### src/rtl/lsu_pkg.sv
// Shared encodings for the load/store bridge: op codes, exception codes, FSM states.
// Pure declarations; no latency and no flow control of its own.
package lsu_pkg;

    typedef enum logic [3:0] {
        OP_LW  = 4'd0,
        OP_SB  = 4'd1,
        OP_SH  = 4'd2,
        OP_SW  = 4'd3,
        OP_LB  = 4'd4,
        OP_LBU = 4'd5,
        OP_LH  = 4'd6,
        OP_LHU = 4'd7
    } op_e;

    typedef enum logic [1:0] {
        ST_IDLE = 2'd0,
        ST_REQ  = 2'd1,
        ST_DONE = 2'd2
    } state_e;

    localparam logic [4:0] EXC_ADEL = 5'd4;
    localparam logic [4:0] EXC_ADES = 5'd5;
    localparam logic [4:0] EXC_BUS  = 5'd7;

    function automatic logic op_is_store(input logic [3:0] op);
        return (op == OP_SB) || (op == OP_SH) || (op == OP_SW);
    endfunction

    function automatic logic op_is_word(input logic [3:0] op);
        return (op == OP_LW) || (op == OP_SW);
    endfunction

    function automatic logic op_is_half(input logic [3:0] op);
        return (op == OP_SH) || (op == OP_LH) || (op == OP_LHU);
    endfunction

endpackage

### src/rtl/lsu_lane.sv
// Byte-lane steering: store byte enables/data shift and load extension; purely
// combinational, zero latency, no flow control.
module lsu_lane
    import lsu_pkg::*;
(
    input  logic [3:0]  i_op,
    input  logic [1:0]  i_addr_lo,
    input  logic [31:0] i_wdata,
    input  logic [31:0] i_rdata,
    output logic [3:0]  o_byteen,
    output logic [31:0] o_wdata,
    output logic [31:0] o_rdata
);

    logic [7:0]  w_byte;
    logic [15:0] w_half;

    always_comb begin
        case (i_addr_lo)
            2'd0:    w_byte = i_rdata[7:0];
            2'd1:    w_byte = i_rdata[15:8];
            2'd2:    w_byte = i_rdata[23:16];
            default: w_byte = i_rdata[31:24];
        endcase
        w_half = i_addr_lo[1] ? i_rdata[31:16] : i_rdata[15:0];
    end

    always_comb begin
        o_byteen = 4'b0000;
        o_wdata  = i_wdata;
        o_rdata  = '0;
        case (i_op)
            OP_SB: begin
                o_byteen = 4'b0001 << i_addr_lo;
                o_wdata  = i_wdata << {i_addr_lo, 3'b000};
            end
            OP_SH: begin
                o_byteen = i_addr_lo[1] ? 4'b1100 : 4'b0011;
                o_wdata  = i_addr_lo[1] ? {i_wdata[15:0], 16'h0000} : i_wdata;
            end
            OP_SW:  o_byteen = 4'b1111;
            OP_LW:  o_rdata  = i_rdata;
            OP_LB:  o_rdata  = {{24{w_byte[7]}}, w_byte};
            OP_LBU: o_rdata  = {24'h000000, w_byte};
            OP_LH:  o_rdata  = {{16{w_half[15]}}, w_half};
            OP_LHU: o_rdata  = {16'h0000, w_half};
            default: ;
        endcase
    end

endmodule

### src/rtl/lsu_bridge.sv
// Load/store unit to NDEV memory-mapped channels; done >= 2 cycles after op_valid.
// Stalls upstream while a transaction is outstanding; device backpressure is the ack wait (bounded by TIMEOUT).
module lsu_bridge
    import lsu_pkg::*;
#(
    parameter int                 NDEV      = 3,
    parameter logic [NDEV*32-1:0] DEV_BASE  = {32'h7F20, 32'h7F00, 32'h0000},
    parameter logic [NDEV*32-1:0] DEV_LIMIT = {32'h7F3B, 32'h7F0B, 32'h2FFF},
    parameter logic [NDEV-1:0]    WORD_ONLY = 3'b010,
    parameter int                 TIMEOUT   = 15
) (
    input  logic                 clk,
    input  logic                 reset,
    input  logic                 op_valid,
    input  logic [3:0]           op,
    input  logic [31:0]          addr,
    input  logic [31:0]          wdata,
    input  logic                 kill,
    output logic                 stall,
    output logic                 done,
    output logic [31:0]          rdata,
    output logic                 exc,
    output logic [4:0]           exc_code,
    output logic [NDEV-1:0]      dev_req,
    output logic                 dev_we,
    output logic [31:0]          dev_addr,
    output logic [31:0]          dev_wdata,
    output logic [3:0]           dev_byteen,
    input  logic [NDEV*32-1:0]   dev_rdata,
    input  logic [NDEV-1:0]      dev_ack
);

    state_e        r_state, w_next;
    logic [31:0]   r_addr, r_wdata, r_rdata;
    logic [3:0]    r_op;
    logic [2:0]    r_ch;
    logic [7:0]    r_cnt;

    logic          w_hit, w_wo, w_misalign, w_fault, w_start, w_accept, w_afault;
    logic [2:0]    w_ch;
    logic [NDEV-1:0] w_sel;
    logic [31:0]   w_sel_rdata, w_ext, w_lane_wdata;
    logic [3:0]    w_lane_be;
    logic          w_ack, w_tmo;

    // Scan high to low so the lowest matching channel overrides on overlap.
    always_comb begin
        w_hit = 1'b0;
        w_ch  = '0;
        w_wo  = 1'b0;
        for (int i = NDEV - 1; i >= 0; i--) begin
            if (addr >= DEV_BASE[32*i +: 32] && addr <= DEV_LIMIT[32*i +: 32]) begin
                w_hit = 1'b1;
                w_ch  = 3'(i);
                w_wo  = WORD_ONLY[i];
            end
        end
    end

    always_comb begin
        w_sel       = '0;
        w_sel_rdata = '0;
        for (int i = 0; i < NDEV; i++) begin
            if (r_ch == 3'(i)) begin
                w_sel[i]    = 1'b1;
                w_sel_rdata = dev_rdata[32*i +: 32];
            end
        end
    end

    assign w_ack      = |(w_sel & dev_ack);
    assign w_tmo      = (r_cnt == 8'(TIMEOUT));
    assign w_misalign = (op_is_word(op) && addr[1:0] != 2'b00) || (op_is_half(op) && addr[0]);
    assign w_fault    = !w_hit || w_misalign || (!op_is_word(op) && w_wo);
    assign w_start    = (r_state == ST_IDLE) && op_valid && !op[3] && !kill;
    assign w_accept   = w_start && !w_fault;
    assign w_afault   = w_start && w_fault;

    lsu_lane u_lane (
        .i_op      (r_op),
        .i_addr_lo (r_addr[1:0]),
        .i_wdata   (r_wdata),
        .i_rdata   (w_sel_rdata),
        .o_byteen  (w_lane_be),
        .o_wdata   (w_lane_wdata),
        .o_rdata   (w_ext)
    );

    always_ff @(posedge clk) begin
        if (reset) r_state <= ST_IDLE;
        else       r_state <= w_next;
    end

    always_comb begin
        w_next = r_state;
        case (r_state)
            ST_IDLE: if (w_accept) w_next = ST_REQ;
            ST_REQ: begin
                if (w_ack)      w_next = ST_DONE;
                else if (w_tmo) w_next = ST_IDLE;
            end
            ST_DONE: w_next = ST_IDLE;
            default: w_next = ST_IDLE;
        endcase
    end

    // Counter reads 1 in the first REQ cycle so it equals the number of REQ cycles elapsed.
    always_ff @(posedge clk) begin
        if (reset) begin
            r_addr  <= '0;
            r_wdata <= '0;
            r_op    <= '0;
            r_ch    <= '0;
            r_cnt   <= '0;
            r_rdata <= '0;
        end else begin
            if (w_accept) begin
                r_addr  <= addr;
                r_wdata <= wdata;
                r_op    <= op;
                r_ch    <= w_ch;
                r_cnt   <= 8'd1;
            end else if (r_state == ST_REQ) begin
                r_cnt <= r_cnt + 8'd1;
            end else begin
                r_cnt <= '0;
            end
            if (r_state == ST_REQ && w_ack) r_rdata <= w_ext;
        end
    end

    always_comb begin
        stall      = 1'b0;
        done       = 1'b0;
        exc        = 1'b0;
        exc_code   = '0;
        dev_req    = '0;
        dev_we     = 1'b0;
        dev_addr   = '0;
        dev_wdata  = '0;
        dev_byteen = '0;
        case (r_state)
            ST_IDLE: begin
                stall = w_accept;
                if (w_afault) begin
                    exc      = 1'b1;
                    exc_code = op_is_store(op) ? EXC_ADES : EXC_ADEL;
                end
            end
            ST_REQ: begin
                stall      = 1'b1;
                dev_req    = w_sel;
                dev_we     = op_is_store(r_op);
                dev_addr   = r_addr;
                dev_wdata  = w_lane_wdata;
                dev_byteen = w_lane_be;
                if (!w_ack && w_tmo) begin
                    exc      = 1'b1;
                    exc_code = EXC_BUS;
                end
            end
            ST_DONE: done = 1'b1;
            default: ;
        endcase
    end

    assign rdata = r_rdata;

endmodule
### config.mk
export PLATFORM = sky130hd
export DESIGN_NAME = lsu_bridge
export DESIGN_NICKNAME = d
export VERILOG_FILES = /design/src/rtl/lsu_pkg.sv /design/src/rtl/lsu_lane.sv /design/src/rtl/lsu_bridge.sv
export SDC_FILE = /design/constraint.sdc
export NUM_CORES = 1
export LEC_CHECK = 0
export CORE_MARGIN = 1
export CORE_UTILIZATION = 44
export CTS_CLUSTER_DIAMETER = 40
export DETAILED_ROUTE_END_ITERATION = 10
export GPL_TIMING_DRIVEN = 0
export PLACE_DENSITY = 0.85
export SLEW_MARGIN = 20
export SYNTH_ARGS = -nofsm -noshare
export SYNTH_HDL_FRONTEND = slang
export SYNTH_SLANG_ARGS = --single-unit
### constraint.sdc
create_clock -name clk -period 2.4 [get_ports clk]
set_input_delay 0.36 -clock clk [delete_from_list [all_inputs] [get_ports clk]]
set_output_delay 0.36 -clock clk [all_outputs]
set_load 0.03 [all_outputs]
==> run_results.csv, run 1 <==
group,metric,value,unit
logic_synthesis,ys_warn_count,0,
sta,max_freq,386,MHz
routing,drtIter0Drc,942,
logic_synthesis,synth_most_common_cell,"nand2b_1",
power,vdd_ir_drop_max,0.000355,V
logic_synthesis,synth_top_area_cell,"dfxtp_1",
worst_setup_path,start_kind,"input pin",
global_routing,grt-ovfl-total,0,
logic_synthesis,yosys_register_bits,112,
placed_design,hpwl,19600,µm
global_routing,grt_pass1_wl,40000,µm
worst_setup_path,required,2.04,ns
logic_synthesis,seq_area_frac_synth,0.317,
clock_network,cts_tree,"done",
logic_synthesis,synth_top_family_by_area,"simple AND/OR/NAND/NOR gates",
floorplan,row_count,45,
routing,postRouteWirelength,26600,µm
hold_path,hp-class,"input pin to register",
status,violations,"setup timing",
worst_setup_path,critPathKind,"input pin to output pin",
logic_synthesis,ys_top_cells_by_area,"dfxtp_1 32%, mux2i_1 13%, nand2b_1 11%",
global_routing,antenna_found_initial,0,
sta,whs,0.271,ns
finish,drive_gt1_frac,0.222,
logic_synthesis,syn_area,0.00707,mm²
sta,min_period_over_period,1.08,
logic_synthesis,avgSynthCellArea,8.87,µm²
floorplan,core-area,0.0154,mm²
clock_network,cts_buffers,9,
logic_synthesis,ys_dominant_reg_cell,"dfxtp_1",
logic_synthesis,synth_xor_area_frac,0.00867,
worst_setup_path,cp-end-kind,"output pin",
status,status,"finished with violations",
sta,setup_viol,18,
logic_synthesis,ys_types,58,
sta,slew_violations,0,
logic_synthesis,synth-async-reset-ratio,0,
power,cellLeakagePower,4.18,nW
logic_synthesis,synth_compound_area_frac,0.178,
finish,diodes,0,
placed_design,portBuffers,279,
floorplan,start_util,0.458,
routing,remaining_drc_errors,0,
finish,area.growth.synth_to_final,56.1,%
clock_network,hold_buffers,0,
sta,finalCriticalPeriod,2.59,ns
sta,skew,0.00795,ns
sta,worst_slew_pin_slew,0.737,ns
logic_synthesis,synth_top_area_frac,0.317,
routing,vias,7747,
logic_synthesis,synthSimpleGateAreaFrac,0.267,
sta,rsz0062_at_grt,"true",
floorplan,die_h,129,µm
global_routing,grt_max_degree,22,
routing,wl_per_cell,19.9,µm
routing,drtAntennaViolNets,0,
clock_network,cts_buffer_depth,2,
worst_setup_path,cp_max_fo,3,
placed_design,dp_cells,1288,
floorplan,die_w,129,µm
logic_synthesis,synthCells,797,
global_routing,grt.total_usage,0.313,
placed_design,gp_congestion,0.948,
power,powerDensity,370,mW/mm²
sta,relSlewSlack,0.507,
global_routing,grt_pass1_vias,7564,
finish,nets,1295,
finish,finalNonFillerCells,1339,
clock_network,htree_levels,3,
routing,vias_per_cell,5.79,
clock_network,clock-root-buffer,"clkbuf_16",
clock_network,path_clk_slew,0.08,ns
logic_synthesis,synth_edf_count,0,
logic_synthesis,synth.mux.area_fraction,0.177,
logic_synthesis,ys_top_cells_by_count,"125 x nand2b_1, 112 x dfxtp_1, 92 x mux2i_1, 61 x nor2_1, 51 x clkbuf_1",
floorplan,die_area,0.0166,mm²
floorplan,ios,283,
logic_synthesis,synth_adder_area_share,0.00177,
placed_design,preCtsSetupSlack,-1.26,ns
routing,first_pass_iters,8,
clock_network,cts_num_sinks,112,
sta,fin_ws,-0.189,ns
clock_network,insertion_delay,0.36,ns
sta,hold_viol,0,
worst_setup_path,crit_arrival,2.23,ns
job,drv_cap,0,
cell usage in the layout (no fill, tap or decap), drive strengths merged, types with 4 or more instances in the layout:
cell / netlist / final
nand3: 5 / 5
mux4: 10 / 10
dfxtp: 112 / 112
nand4: 4 / 4
dlygate4sd2: 0 / 28
clkbuf: 51 / 57
nand2: 18 / 18
clkdlybuf4s50: 0 / 166
a2bb2oi: 10 / 10
o221ai: 7 / 7
nor4: 8 / 8
mux2: 9 / 9
nor2: 61 / 61
clkdlybuf4s15: 0 / 29
and3: 10 / 10
nand2b: 125 / 125
buf: 24 / 117
mux2i: 92 / 92
xor2: 4 / 4
nor3: 6 / 6
a22oi: 8 / 8
o22ai: 9 / 9
inv: 3 / 7
a22o: 23 / 23
a222oi: 16 / 16
a21oi: 32 / 32
nand3b: 6 / 6
o21ai: 21 / 21
nor2b: 11 / 11
nor3b: 18 / 18
and2: 34 / 34
o2bb2ai: 26 / 26
path summary, 6_finish.rpt:
kind                    from    endpoint  slack, ns  depth (start not counted)
setup / recovery    addr[15]       stall      -0.19                          9
hold / removal       addr[9]   r_addr[9]       0.27                          3
setup reg to reg     r_ch[0]   rdata[31]       0.11                          7
hold reg to reg   r_addr[12]  r_addr[12]       0.47                          2
where the power goes:
part           switching [mW]  internal [mW]  leakage, nW
sequential        0.000000347           1.85        0.906
combinational           0.237          0.350         3.12
clock                   0.806          0.846        0.157
total                    1.04           3.05         4.18
routing by layer:
metal | global-route usage | wire (µm) | part of all wire
met5 | 0 | 0 | 0
met1 | 0.378 | 10200 | 0.38
met4 | 0.117 | 1010 | 0.038
met3 | 0.0711 | 2660 | 0.10
met2 | 0.542 | 12700 | 0.48
repair_timing:
action	CTS	global route
setup buffers	23	15
resized for setup	416	108
cloned	2	1
setup endpoints to repair	180	84
pin swaps	35	28
worst max-delay path, stage by stage:
cell,delay (ns)
buf_8,0.10
nand4b_1,0.18
buf_4,0.17
o41ai_4,0.30
o41ai_4,0.18
buf_4,0.17
or4_4,0.56
nand2_2,0.08
buf_6,0.13
cell families after synthesis:
group	after synthesis
buffers and inverters	78
AO/OA/AOI/OAI	168
XOR/XNOR	7
adder cells (fa/ha/maj)	1
multiplexers	111
AND/OR/NAND/NOR	319
other	1
flip-flops	112
stage by stage:
step / total power, mW / TNS, ns / util / area [µm²]
2_1_floorplan: 2.10 / -0.0123 / - / 7150
3_3_place_gp: 2.46 / -71.47 / 0.661 / 10200
3_5_place_dp: 2.47 / -75.90 / 0.661 / 10200
4_1_cts: 4.08 / -0.904 / 0.698 / 10800
5_1_grt: 4.20 / -2.42 / 0.716 / 11000
6_report: 4.09 / -1.04 / 0.716 / 11000
state kept, by name, summed over array words and instances, names as in the netlist:
signal / count
r_state: 2
r_cnt: 8
r_wdata: 32
rdata: 32
r_ch: 2
r_addr: 32
r_op: 4
layout make-up:
class | count | area [µm²]
flip-flops and latches | 112 | 2260
multi-input cells | 608 | 4760
clock buffers | 9 | 225
repair buffers | 319 | 2970
plain buffers | 70 | 464
fillers | 1216 | 4380
well taps | 211 | 264
clock inverters | 7 | 95.1
inverters | 3 | 11.3
Note: power is estimated with default switching activity, not from simulation.
==> inputs of run 2 (changes only) <==
--- a/config.mk
+++ b/config.mk
@@ -5,10 +5,12 @@
 export SDC_FILE = /design/constraint.sdc
 export NUM_CORES = 1
 export LEC_CHECK = 0
+export CORE_ASPECT_RATIO = 0.9
 export CORE_MARGIN = 1
 export CORE_UTILIZATION = 44
 export CTS_CLUSTER_DIAMETER = 40
 export DETAILED_ROUTE_END_ITERATION = 10
+export GPL_ROUTABILITY_DRIVEN = 0
 export GPL_TIMING_DRIVEN = 0
 export PLACE_DENSITY = 0.85
 export SLEW_MARGIN = 20
==> run 2 against run 1 <==
  * The run still ends with setup timing left
  * Global-route usage is 1.2 points lower
  * Die area hardly changed
  * Sequential power hardly changed
  * First-iteration DRC count is 38% lower
  * Via count is 1.7% lower
  * Power is 4.2% higher
  * Cell count is 1.3% lower
  * Clock-buffer cell count is 1 higher
  * Largest cell class unchanged
==> run_results.csv, run 2 (same netlist as run 1, synthesis figures left out) <==
group,metric,value,unit
sta,skew,0.00988,ns
routing,vias,7617,
floorplan,die_h,122,µm
global_routing,grt-ovfl-total,0,
worst_setup_path,crit_path_cell_trace,"buf_8 > nand4b_1 > or4_4 > o41ai_4 > nor4_4 > o21ai_2 > buf_6 > buf_6",
finish,final_area,0.0109,mm²
global_routing,grt_max_degree,18,
sta,finalCriticalPeriod,2.57,ns
sta,hold_viol,0,
floorplan,core-area,0.0155,mm²
finish,seq_area,0.00226,mm²
finish,fill_cells,1222,
status,status,"finished with violations",
floorplan,die_w,136,µm
routing,first_pass_iters,8,
routing,vias_per_cell,5.77,
clock_network,cts_buffers,9,
floorplan,die_area,0.0166,mm²
worst_setup_path,required,2.04,ns
sta,fin_ws,-0.168,ns
global_routing,grt_pass1_vias,7307,
sta,slew_violations,0,
finish,area.growth.synth_to_final,54.1,%
sta,min_period_over_period,1.07,
placed_design,preCtsSetupSlack,-1.33,ns
worst_setup_path,critPathMaxStageDelay,0.49,ns
power,vdd_ir_drop_max,0.000353,V
finish,nets,1287,
clock_network,path_clk_slew,0.08,ns
power,p_int,3.32,mW
worst_setup_path,start_kind,"input pin",
sta,relSlewSlack,0.482,
global_routing,antenna_found_initial,0,
power,pwr-share-comb,0.135,
worst_setup_path,cp_max_fo,3,
floorplan,start_util,0.455,
power,powerDensity,391,mW/mm²
routing,drtIter0Drc,583,
placed_design,hpwl,19300,µm
routing,remaining_drc_errors,0,
worst_setup_path,crit_family,"simple AND/OR/NAND/NOR gates",
power,clkPwrFrac,0.431,
finish,diodes,0,
clock_network,cts_buffer_depth,2,
sta,rsz0062_at_grt,"true",
clock_network,cts_num_sinks,112,
power,p_sw,0.942,mW
finish,post-route-util,0.701,
placed_design,place_area,0.0102,mm²
floorplan,ios,283,
routing,wl_per_cell,19.6,µm
worst_setup_path,critPathSlowestCell,"or4_4",
power,cellLeakagePower,4.09,nW
power,swShare,0.221,
finish,mostFrequentLayoutCells,"166 x clkdlybuf4s50_1, 125 x nand2b_1, 105 x dfxtp_1",
clock_network,clock-root-buffer,"clkbuf_16",
clock_network,htree_levels,3,
job,drv_cap,0,
clock_network,insertion_delay,0.36,ns
status,violations,"setup timing",
worst_setup_path,critPathKind,"input pin to output pin",
power,seqPwrFrac,0.434,
finish,multi_input_area,0.00474,mm²
worst_setup_path,cp_common_cell,"buf_6",
clock_network,cts_tree,"done",
finish,final_common_cell,"clkdlybuf4s50_1",
routing,postRouteWirelength,25800,µm
worst_setup_path,cp-end-kind,"output pin",
floorplan,row_count,43,
routing,drtAntennaViolNets,0,
worst_setup_path,crit_arrival,2.21,ns
global_routing,grt_pass1_wl,38600,µm
worst_setup_path,worst-path-buf-inv,3,
finish,drive_gt1_frac,0.219,
global_routing,grt.total_usage,0.301,
hold_path,hp-class,"input pin to register",
sta,max_freq,389,MHz
placed_design,portBuffers,279,
sta,worst_slew_pin_slew,0.772,ns
sta,setup_viol,4,
==> run 2: layout make-up <==
cell class | count | area share
buffer | 72 | 0.0440
timing repair buffer | 309 | 0.256
clock inverter | 5 | 0.0118
inverter | 3 | 0.00103
multi-input combinational | 608 | 0.435
clock buffer | 10 | 0.0210
sequential | 112 | 0.208
tap | 202 | 0.0232
==> run 2: layer usage <==
metal  vias to the layer above  part of all wire  global-route usage  routed length (µm)
met4                         0             0.018              0.0850                 469
met1                      3610              0.40               0.370               10300
met3                        46             0.099              0.0682                2550
met5                         -                 0                   0                   0
li1                       3535                 -                   -                   -
met2                       426              0.49               0.527               12500
==> run 2: tightest hold or removal path, cell delays in order <==
cell and delay [ns]:
clkbuf_2 0.09, nand2b_1 0.06, mux2i_1 0.06
==> run 2: through the flow <==
stage	std cells	power [mW]	TNS, ns	hold slack [ns]
after detailed placement	1279	2.46	-81.46	0.452
final	1321	4.26	-0.475	0.260
after floorplan	798	2.10	-0.0123	0.444
after CTS	1311	4.27	-0.302	0.287
after global placement	1279	2.46	-79.97	0.446
after global routing	1321	4.39	-1.27	0.270
==> run 2: what timing repair did <==
item | in CTS | in global routing
resized for setup | 397 | 137
pin swaps | 28 | 16
cloned | 0 | 1
setup endpoints to repair | 181 | 105
hold endpoints to repair | 0 | 0
hold buffers | 0 | 0
buffers inserted | 19 | 10
==> run 2: power by group through the flow <==
stage | logic, mW | clock network (mW) | registers, mW
finish | 0.575 | 1.84 | 1.85
detailed placement | 0.564 | 0 | 1.90
global placement | 0.559 | 0 | 1.90
global route | 0.613 | 1.92 | 1.85
CTS | 0.567 | 1.85 | 1.85
floorplan | 0.202 | 0 | 1.90
==> run 2: final timing paths <==
path,start,end,slack [ns],cells after the start
max,addr[15],exc_code[2],-0.17,8
min,addr[9],r_addr[9],0.26,3
max reg2reg,r_ch[0],rdata[8],0.05,8
min reg2reg,r_addr[9],r_addr[9],0.47,2
==> inputs of run 3 (changes only) <==
--- a/config.mk
+++ b/config.mk
@@ -5,8 +5,7 @@
 export SDC_FILE = /design/constraint.sdc
 export NUM_CORES = 1
 export LEC_CHECK = 0
-export CORE_ASPECT_RATIO = 0.9
-export CORE_MARGIN = 1
+export CORE_ASPECT_RATIO = 1.1
 export CORE_UTILIZATION = 44
 export CTS_CLUSTER_DIAMETER = 40
 export DETAILED_ROUTE_END_ITERATION = 10
@@ -17,3 +16,4 @@
 export SYNTH_ARGS = -nofsm -noshare
 export SYNTH_HDL_FRONTEND = slang
 export SYNTH_SLANG_ARGS = --single-unit
+export TNS_END_PERCENT = 100
==> run 3 against run 2 <==
  * The flow still finishes with violations (setup timing)
  * Worst setup slack worse by 0.016 ns
  * Non-clock buffer count grew 13
  * Combinational power grew 3%
  * Die area about the same
  * Power fell by 5.5%
  * Clock skew decreased by 0.0049 ns
  * Worst hold slack worse by 0.0015 ns
  * Via count increased by 2.4%
  * Register-to-register slack better by 0.03 ns
  * Largest cell class unchanged
  * Largest power group unchanged
==> run_results.csv, run 3 (same netlist as run 1, synthesis figures left out) <==
group,metric,value,unit
status,status,"finished with violations",
status,violations,"setup timing",
floorplan,start_util,0.451,
sta,relSlewSlack,0.495,
finish,diodes,0,
floorplan,die_h,135,µm
hold_path,hp-class,"input pin to register",
clock_network,htree_levels,3,
routing,wl_per_cell,19.9,µm
worst_setup_path,cp_common_cell,"buf_6",
clock_network,cts_tree,"done",
sta,setup_viol,4,
sta,min_period_over_period,1.08,
clock_network,cts_buffer_depth,2,
global_routing,grt-ovfl-total,0,
clock_network,insertion_delay,0.36,ns
placed_design,hpwl,19100,µm
clock_network,cts_num_sinks,112,
worst_setup_path,crit_path_cell_trace,"buf_8 > nand4b_1 > or4_4 > o41ai_4 > nor4_4 > o21ai_2 > buf_6 > buf_6",
worst_setup_path,crit_family,"simple AND/OR/NAND/NOR gates",
worst_setup_path,required,2.04,ns
sta,slew_violations,0,
finish,area.growth.synth_to_final,54.4,%
worst_setup_path,start_kind,"input pin",
sta,hold_viol,0,
finish,mostFrequentLayoutCells,"166 x clkdlybuf4s50_1, 125 x nand2b_1, 105 x dfxtp_1",
global_routing,grt_max_degree,19,
worst_setup_path,critPathKind,"input pin to output pin",
clock_network,path_clk_slew,0.07,ns
floorplan,core-area,0.0157,mm²
sta,max_freq,387,MHz
global_routing,grt_pass1_wl,38900,µm
routing,drtIter0Drc,889,
routing,remaining_drc_errors,0,
power,powerDensity,369,mW/mm²
routing,vias,7796,
sta,skew,0.00494,ns
global_routing,grt.total_usage,0.306,
placed_design,preCtsSetupSlack,-1.32,ns
routing,first_pass_iters,6,
floorplan,row_count,48,
worst_setup_path,crit_arrival,2.22,ns
sta,fin_ws,-0.184,ns
power,cellLeakagePower,4.16,nW
placed_design,portBuffers,279,
routing,vias_per_cell,5.85,
power,total_power,4.03,mW
routing,drtAntennaViolNets,0,
job,drv_cap,0,
worst_setup_path,critPathSlowestCell,"or4_4",
floorplan,ios,283,
floorplan,die_area,0.0166,mm²
clock_network,clock-root-buffer,"clkbuf_16",
finish,post-route-util,0.697,
worst_setup_path,cp_max_fo,3,
finish,multi_input_area,0.00476,mm²
worst_setup_path,worst-path-buf-inv,3,
finish,drive_gt1_frac,0.237,
finish,fill_cells,1216,
global_routing,antenna_found_initial,0,
sta,worst_slew_pin_slew,0.755,ns
finish,nets,1300,
worst_setup_path,cp-end-kind,"output pin",
routing,postRouteWirelength,26500,µm
finish,final_common_cell,"clkdlybuf4s50_1",
clock_network,cts_buffers,9,
sta,rsz0062_at_grt,"true",
floorplan,die_w,123,µm
clock_network,hold_buffers,0,
sta,finalCriticalPeriod,2.58,ns
sta,finalSetupTns,-0.450,ns
worst_setup_path,critPathMaxStageDelay,0.54,ns
global_routing,grt_pass1_vias,7383,
finish,seq_area,0.00226,mm²
sta,whs,0.259,ns
power,vdd_ir_drop_max,0.000315,V
==> run 3: cell count changes in the layout (fill, tap and decap cells not counted), moves of 2 or more <==
cell / change
clkbuf_2: +11
clkdlybuf4s15_1: -12
buf_4: +18
buf_2: -5
a22oi_2: -3
clkbuf_4: -5
bufinv_16: -3
a22oi_1: +3
nor4_4: +3
buf_6: +4
nor4_2: -2
==> run 3: power breakdown <==
group,internal [mW],switching (mW),total (mW),leakage [nW]
Combinational,0.354,0.239,0.593,3.10
Clock,0.843,0.740,1.58,0.147
Sequential,1.85,0.000000331,1.85,0.906
Total,3.05,0.979,4.03,4.16
==> run 3: final timing paths <==
kind	start	to	slack [ns]	cells past startpoint
setup reg to reg	r_ch[0]	rdata[24]	0.08	8
hold reg to reg	r_addr[18]	r_addr[18]	0.47	1
setup / recovery	addr[15]	exc_code[2]	-0.18	8
hold / removal	addr[9]	r_addr[9]	0.26	3
==> run 3: timing repair <==
item,CTS,global route
buffers inserted,26,17
pin swaps,26,28
resized for setup,416,118
gates cloned,0,1
setup endpoints to repair,179,104
==> run 3: worst reg2reg max path: stages (launching register included) <==
cell and delay (ns):
dfxtp_1 0.31, buf_6 0.13, buf_4 0.14, mux2i_1 0.18, mux4_2 0.54, o32a_2 0.49
clkbuf_2 0.20, o21ai_0 0.13, a22o_1 0.15
==> run 3: final cells by class <==
type                       instances  share of cell area
tap                              200              0.0229
clock buffer                      10              0.0219
inverter                           3             0.00103
multi-input combinational        608               0.435
clock inverter                     5             0.00573
buffer                            71              0.0420
timing repair buffer             323               0.264
sequential                       112               0.207
==> run 3: layer usage <==
layer  global-route usage  wire (µm)  vias up
met4                0.144       1200        0
met5                    0          0        -
li1                     -          -     3552
met3               0.0595       2430      103
met2                0.523      12900      502
met1                0.366      10000     3639
==> run 3: stage by stage <==
stage	instance area (µm²)	instances
2_1_floorplan	7150	798
3_3_place_gp	10200	1277
3_5_place_dp	10200	1277
4_1_cts	10800	1316
5_1_grt	10900	1332
6_report	10900	1332
